===== src/rtl/daq_pkg.sv =====
// Shared types and defaults for the DAQ SRAM writer slice.
package daq_pkg;

  localparam int DAQ_DW        = 32;
  localparam int DAQ_REGION_AW = 10;

  typedef enum logic [1:0] {
    IDLE  = 2'd0,
    GRANT = 2'd1,
    WRITE = 2'd2
  } daq_state_e;

  // Index width for a channel count; never narrower than one bit.
  function automatic int daq_idx_w(input int n);
    return (n <= 1) ? 1 : $clog2(n);
  endfunction

endpackage


===== src/rtl/daq_sram_writer_if.sv =====
// Write-only SRAM port between the DAQ writer (master) and the memory controller (slave).
interface daq_sram_writer_if
  import daq_pkg::*;
#(
  parameter int addr_w = 12,
  parameter int data_w = DAQ_DW
);

  logic [addr_w-1:0] sram_addr;
  logic [data_w-1:0] sram_data;
  logic              sram_we;
  logic              sram_ack;

  modport master (output sram_addr, output sram_data, output sram_we, input sram_ack);
  modport slave  (input sram_addr, input sram_data, input sram_we, output sram_ack);

endinterface


===== src/rtl/daq_rr_arbiter.sv =====
// Combinational round-robin pick: first requester searching upward from last+1, wrapping.
module daq_rr_arbiter
  import daq_pkg::*;
#(
  parameter int  channels = 4,
  localparam int cw       = daq_idx_w(channels)
) (
  input  logic [channels-1:0] req,
  input  logic [cw-1:0]       last,
  output logic [channels-1:0] sel,
  output logic [cw-1:0]       sel_idx,
  output logic                any
);

  logic [cw-1:0] cand;

  // channels is a power of two, so the index adder wraps for free.
  always_comb begin
    sel     = '0;
    sel_idx = '0;
    any     = 1'b0;
    cand    = last;
    for (int i = 1; i <= channels; i++) begin
      cand = last + cw'(i);
      if (!any && req[cand]) begin
        any       = 1'b1;
        sel_idx   = cand;
        sel[cand] = 1'b1;
      end
    end
  end

endmodule


===== src/rtl/daq_sram_writer.sv =====
// Grants DAQ channels round-robin and writes each word into the channel's circular SRAM region.
// Define DAQ_SRAM_WRAP_FLAG_EN to build sticky per-channel wrap flags, clear_flags handling and irq.
module daq_sram_writer
  import daq_pkg::*;
#(
  parameter int  channels  = 4,
  parameter int  dw        = DAQ_DW,
  parameter int  region_aw = DAQ_REGION_AW,
  localparam int cw        = daq_idx_w(channels),
  localparam int aw        = cw + region_aw
) (
  input  logic                   wb_clk,
  input  logic                   wb_rst_n,
  input  logic [channels-1:0]    start_sram,
  input  logic [channels*dw-1:0] data_in,
  output logic [channels-1:0]    grant,
  daq_sram_writer_if.master      sram,
  input  logic [channels-1:0]    clear_flags,
  output logic [channels-1:0]    wrap_flag,
  output logic                   irq
);

  daq_state_e state_q, state_d;
  logic [cw-1:0]       ch_q, ch_d;
  logic [cw-1:0]       last_q, last_d;
  logic [channels-1:0] sel_q, sel_d;
  logic [aw-1:0]       addr_q, addr_d;
  logic [dw-1:0]       data_q, data_d;
  logic                we_q, we_d;

  logic [channels-1:0]                ptr_adv;
  logic [channels-1:0]                wrap_ev;
  logic [channels-1:0][region_aw-1:0] ptr_vec;

  logic [channels-1:0] arb_sel;
  logic [cw-1:0]       arb_idx;
  logic                arb_any;

  daq_rr_arbiter #(.channels(channels)) u_arb (
    .req     (start_sram),
    .last    (last_q),
    .sel     (arb_sel),
    .sel_idx (arb_idx),
    .any     (arb_any)
  );

  always_comb begin
    state_d = state_q;
    ch_d    = ch_q;
    last_d  = last_q;
    sel_d   = sel_q;
    addr_d  = addr_q;
    data_d  = data_q;
    we_d    = we_q;
    ptr_adv = '0;
    grant   = '0;
    case (state_q)
      IDLE: begin
        if (arb_any) begin
          ch_d    = arb_idx;
          sel_d   = arb_sel;
          state_d = GRANT;
        end
      end
      GRANT: begin
        grant   = sel_q;
        data_d  = data_in[int'(ch_q)*dw +: dw];
        addr_d  = {ch_q, ptr_vec[ch_q]};
        we_d    = 1'b1;
        state_d = WRITE;
      end
      WRITE: begin
        // Address/data stay frozen in their registers until the controller accepts.
        if (sram.sram_ack) begin
          we_d          = 1'b0;
          last_d        = ch_q;
          ptr_adv[ch_q] = 1'b1;
          state_d       = IDLE;
        end
      end
      default: state_d = IDLE;
    endcase
  end

  always_ff @(posedge wb_clk or negedge wb_rst_n) begin
    if (!wb_rst_n) begin
      state_q <= IDLE;
      ch_q    <= '0;
      last_q  <= cw'(channels - 1);
      sel_q   <= '0;
      addr_q  <= '0;
      data_q  <= '0;
      we_q    <= 1'b0;
    end else begin
      state_q <= state_d;
      ch_q    <= ch_d;
      last_q  <= last_d;
      sel_q   <= sel_d;
      addr_q  <= addr_d;
      data_q  <= data_d;
      we_q    <= we_d;
    end
  end

  assign sram.sram_addr = addr_q;
  assign sram.sram_data = data_q;
  assign sram.sram_we   = we_q;

  for (genvar gi = 0; gi < channels; gi++) begin : g_ch
    logic [region_aw-1:0] ptr_q, ptr_d;

    always_comb begin
      ptr_d = ptr_q;
      if (ptr_adv[gi]) ptr_d = ptr_q + region_aw'(1);
    end

    always_ff @(posedge wb_clk or negedge wb_rst_n) begin
      if (!wb_rst_n) ptr_q <= '0;
      else           ptr_q <= ptr_d;
    end

    assign ptr_vec[gi] = ptr_q;
    assign wrap_ev[gi] = ptr_adv[gi] & (&ptr_q);

`ifdef DAQ_SRAM_WRAP_FLAG_EN
    logic flag_q, flag_d;

    // A wrap in the same cycle as a clear keeps the flag set.
    always_comb flag_d = (flag_q & ~clear_flags[gi]) | wrap_ev[gi];

    always_ff @(posedge wb_clk or negedge wb_rst_n) begin
      if (!wb_rst_n) flag_q <= 1'b0;
      else           flag_q <= flag_d;
    end

    assign wrap_flag[gi] = flag_q;
`else
    logic unused_flag_inputs;
    assign unused_flag_inputs = wrap_ev[gi] ^ clear_flags[gi];
    assign wrap_flag[gi]      = 1'b0;
`endif
  end

  assign irq = |wrap_flag;

endmodule


===== src/flat_wrapper.sv =====
// flat-port wrapper written by rule: the top's interface ports become plain ports
module daq_sram_writer_flat import daq_pkg::*;
#(
  parameter int  channels  = 4,
  parameter int  dw        = DAQ_DW,
  parameter int  region_aw = DAQ_REGION_AW,
  localparam int cw        = daq_idx_w(channels),
  localparam int aw        = cw + region_aw
)
  (wb_clk, wb_rst_n, start_sram, data_in, grant, clear_flags, wrap_flag, irq, sram_sram_addr, sram_sram_data, sram_sram_we, sram_sram_ack);
  daq_sram_writer_if #(.addr_w(((2) + (10))), .data_w((32))) sram_i ();
  input  logic wb_clk;
  input  logic wb_rst_n;
  input  logic [channels-1:0] start_sram;
  input  logic [channels*dw-1:0] data_in;
  output logic [channels-1:0] grant;
  input  logic [channels-1:0] clear_flags;
  output logic [channels-1:0] wrap_flag;
  output logic irq;
  output wire logic [$bits(sram_i.sram_addr)-1:0] sram_sram_addr;
  output wire logic [$bits(sram_i.sram_data)-1:0] sram_sram_data;
  output wire logic [$bits(sram_i.sram_we)-1:0] sram_sram_we;
  input wire logic [$bits(sram_i.sram_ack)-1:0] sram_sram_ack;
  assign sram_sram_addr = sram_i.sram_addr;
  assign sram_sram_data = sram_i.sram_data;
  assign sram_sram_we = sram_i.sram_we;
  assign sram_i.sram_ack = sram_sram_ack;
  daq_sram_writer #(.channels(channels), .dw(dw), .region_aw(region_aw)) u_core (.wb_clk(wb_clk), .wb_rst_n(wb_rst_n), .start_sram(start_sram), .data_in(data_in), .grant(grant), .sram(sram_i), .clear_flags(clear_flags), .wrap_flag(wrap_flag), .irq(irq));
endmodule

===== config.mk =====
export PLATFORM = sky130hd
export DESIGN_NAME = daq_sram_writer_flat
export DESIGN_NICKNAME = d
export VERILOG_FILES = /design/src/rtl/daq_pkg.sv /design/src/rtl/daq_sram_writer_if.sv /design/src/rtl/daq_rr_arbiter.sv /design/src/rtl/daq_sram_writer.sv /design/src/flat_wrapper.sv
export SDC_FILE = /design/constraint.sdc
export NUM_CORES = 1
export LEC_CHECK = 0
export CAP_MARGIN = 20
export CORE_ASPECT_RATIO = 0.75
export CORE_MARGIN = 3
export CORE_UTILIZATION = 46
export DETAILED_ROUTE_END_ITERATION = 8
export PLACE_DENSITY_LB_ADDON = 0.08
export SLEW_MARGIN = 5
export SYNTH_ARGS = -nofsm -noshare
export SYNTH_HDL_FRONTEND = slang
export SYNTH_SLANG_ARGS = --single-unit
export TNS_END_PERCENT = 1

===== constraint.sdc =====
create_clock -name wb_clk -period 3.4 [get_ports wb_clk]
set_input_delay 0.68 -clock wb_clk [delete_from_list [all_inputs] [get_ports wb_clk]]
set_output_delay 0.68 -clock wb_clk [all_outputs]
set_load 0.01 [all_outputs]

==> run summary <==
Global-route wire length before repair = 22700 um
Clock transition at path regs = 0.06 ns
DRC Markers = 0
Die area = 13400 um2
Routed wire per std cell = 19.0 um
Top cell type's share of synthesized area = 41.9%
Post-CTS Resized = 0
Flop and latch count out of synthesis = 95
Top Family by Delay on Critical Path = flip-flops
Die span in x = 133 um
Postcts setup bufs = 0
Tot Pwr = 5.74 mW
FMAX = 0.346 GHz
Buf/Inv on CP = 1
Final cycle utilization of the critical path = 85.1%
Num CTS Buffers = 9
Number of port buffers = 183
Initial DRC Count = 260
Placed cell count = 742
Ys flop type = dfrtp_1
Global-route usage over all layers = 21.4%
Fillers = 880
Worst EP arrival = 3.14 ns
Clock sink count = 95
Detailed Place HPWL = 10800 um
CTS tree = built
Headroom to the max-slew limit = 49.1%
Cell Area, Synth = 5550 um2
MaxCap Viol Count = 0
Largest net degree at the start of global routing = 61
Mapped Avg Cell Area = 13.2 um2
P_leak = 3.13 nW
# setup viols final = 0
Worst r2r src = u_core.last_q[0]$_DFFE_PN1P_
Reg2Reg Setup Slack = 0.51 ns
Yosys warning total = 0
Global route total overflow = 0
Htree depth = 3
Fin nets = 742
Fin. Hold Viols = 0
Vias in the first global route = 4321
Critical path required time = 3.65 ns
Top-count cell post-synth = dfrtp_1
ANT nets after route = 0
Post-synth EDFFs = 0
Clk buf depth = 2
Via density = 5.56
Max Slew Vio Count = 0
Crit path max fanout = 22
RSZ-0062 raised after global routing = false
Vias = 4214
Hold crit path type = input pin to async pin
Drt total wl = 14400 um
Core box area = 11700 um2
PD cells = 739 nW/um2
# IOs = 193
Slowest stage cell, crit path = dfstp_2
Worst reg2reg path endpoint = u_core.sel_q[3]$_DFFE_PN0P_
Hold Slack = 0.405 ns
Count of cell types in the netlist = 49
Most common library cells after synthesis = 93 x dfrtp_1, 50 x mux2_2, 43 x mux4_2
Crit path time final = 2.89 ns
Placer Congestion = 0.840
P&R area growth vs syn = 39.9%
Share of cells above drive strength 1 = 21.3%
Status = complete, no violations
Clock latency at the later pin of the worst-skew pair = 0.34 ns
Worst Tran Pin Value = 0.762 ns
Die Ht = 101 um
Startpoint types = flip-flop
Area leader, netlist = dfrtp_1
Worst reg2reg path depth = 6
Post-route non-filler standard cell count = 758
Largest stage delay on the critical path = 0.79 ns
Final core occ = 66.4%
Inserted Diodes = 0
Clock tree root buffer cell = clkbuf_16
Register area share after synthesis = 42.9%
Crit path capture type = flip-flop
Setup TNS = 0 ns
Worst VDD drop = 0.343 mV
Critical-path cell list = inv_1, ha_1, mux2_2, nor4b_1, o32ai_2, o211ai_1
CTS hold repair buffers = 0
Post-synth ARST share = 100%
Crit path kind = flip-flop to flip-flop
Initial Util = 47.4%
Cell Rows = 34
Largest cells by area after synthesis = dfrtp_1 42%, mux4_2 17%, mux2_2 10%, xnor2_1 4.4%, ha_1 2.7%
Worst Clk Skew = 0.00849 ns
DRT Pass-1 Iters = 4
Initial antenna violation count = 0
Cells after Synth = 421
## stage by stage
| step | worst slack [ns] | area (um2) |
|---|---|---|
| global placement | 0.688 | 7480 |
| floorplan | 0.922 | 5570 |
| CTS | 0.598 | 7770 |
| detailed placement | 0.604 | 7480 |
| finish | 0.506 | 7770 |
| global route | 0.320 | 7770 |
## final cells by class
| class | count | area, um2 | area share, % |
|---|---|---|---|
| multi-input cells | 292 | 3000 | 38.6 |
| clock buffers | 13 | 240 | 3.09 |
| inverters | 5 | 18.8 | 0.242 |
| flip-flops and latches | 95 | 2380 | 30.7 |
| well taps | 162 | 203 | 2.61 |
| repair buffers | 188 | 1880 | 24.2 |
| clock inverters | 3 | 45.0 | 0.580 |
## how the worst max path moves through the flow
| stage | start | endpoint | slack (ns) | cells past startpoint |
|---|---|---|---|---|
| floorplan | u_core.last_q[1]$_DFFE_PN1P_ | u_core.sel_q[0]$_DFFE_PN0P_ | 0.92 | 8 |
| global placement | start_sram[2] | u_core.sel_q[1]$_DFFE_PN0P_ | 0.69 | 5 |
| detailed placement | u_core.last_q[0]$_DFFE_PN1P_ | u_core.sel_q[3]$_DFFE_PN0P_ | 0.60 | 6 |
| CTS | u_core.last_q[0]$_DFFE_PN1P_ | u_core.sel_q[3]$_DFFE_PN0P_ | 0.60 | 6 |
| global route | u_core.last_q[0]$_DFFE_PN1P_ | u_core.sel_q[3]$_DFFE_PN0P_ | 0.32 | 6 |
| finish | u_core.last_q[0]$_DFFE_PN1P_ | u_core.sel_q[3]$_DFFE_PN0P_ | 0.51 | 6 |
## cell usage in the layout (no fill, tap or decap), types with 3 or more instances in the layout
| master | n |
|---|---|
| nor4b_1 | 4 |
| clkbuf_16 | 9 |
| xor2_1 | 8 |
| and2_1 | 7 |
| nand3_1 | 11 |
| nor2_1 | 12 |
| o21ai_0 | 6 |
| nand2_1 | 25 |
| dfrtp_1 | 91 |
| conb_1 | 5 |
| mux2_2 | 50 |
| nand4_1 | 9 |
| o221ai_1 | 5 |
| and3_1 | 6 |
| a211o_1 | 4 |
| ha_1 | 12 |
| and3b_1 | 4 |
| a21oi_1 | 3 |
| mux2i_1 | 3 |
| inv_1 | 5 |
| mux4_2 | 43 |
| clkbuf_1 | 4 |
| o211ai_1 | 4 |
| buf_4 | 5 |
| xnor2_1 | 28 |
| clkdlybuf4s50_1 | 182 |
| nor3_1 | 9 |
| o32ai_2 | 4 |
| nor3b_1 | 5 |
## report_power, final
part	switching [mW]	internal [mW]	leakage [nW]
registers	0.446	1.51	1.20
clock network	0.400	0.571	0.130
logic	1.15	1.66	1.81
## per-layer routing
| metal | track usage, % | share of wire [%] |
|---|---|---|
| met2 | 37.3 | 51 |
| met1 | 27.0 | 41 |
| met5 | 0 | 0 |
| met3 | 5.51 | 6.4 |
| met4 | 5.75 | 1.2 |
## flip-flops by register name, indices dropped and copies added, names as in the netlist
signal	cells
u_core.g_ch.ptr_q	40
u_core.sram.sram_data	32
u_core.sram.sram_addr	12
u_core.sel_q	4
u_core.ch_q	2
u_core.last_q	2
u_core.state_q	2
u_core.sram.sram_we	1
## logic make-up after synthesis
| family | after synthesis | synth area share (%) |
|---|---|---|
| multiplexers | 96 | 28.1 |
| adder cells (fa/ha/maj) | 12 | 2.71 |
| AO/OA/AOI/OAI | 35 | 5.68 |
| XOR/XNOR | 36 | 5.68 |
| flip-flops | 95 | 42.9 |
| buffers and inverters | 38 | 3.52 |
| other | 1 | 0.0676 |
| AND/OR/NAND/NOR | 108 | 11.3 |
## worst reg2reg max path, stage by stage (launching register included)
cell      delay (ns)
dfstp_2         0.79
inv_1           0.26
ha_1            0.56
mux2_2          0.44
nor4b_1         0.45
o32ai_2         0.18
o211ai_1        0.14
Note: power is estimated with default switching activity, not from simulation.
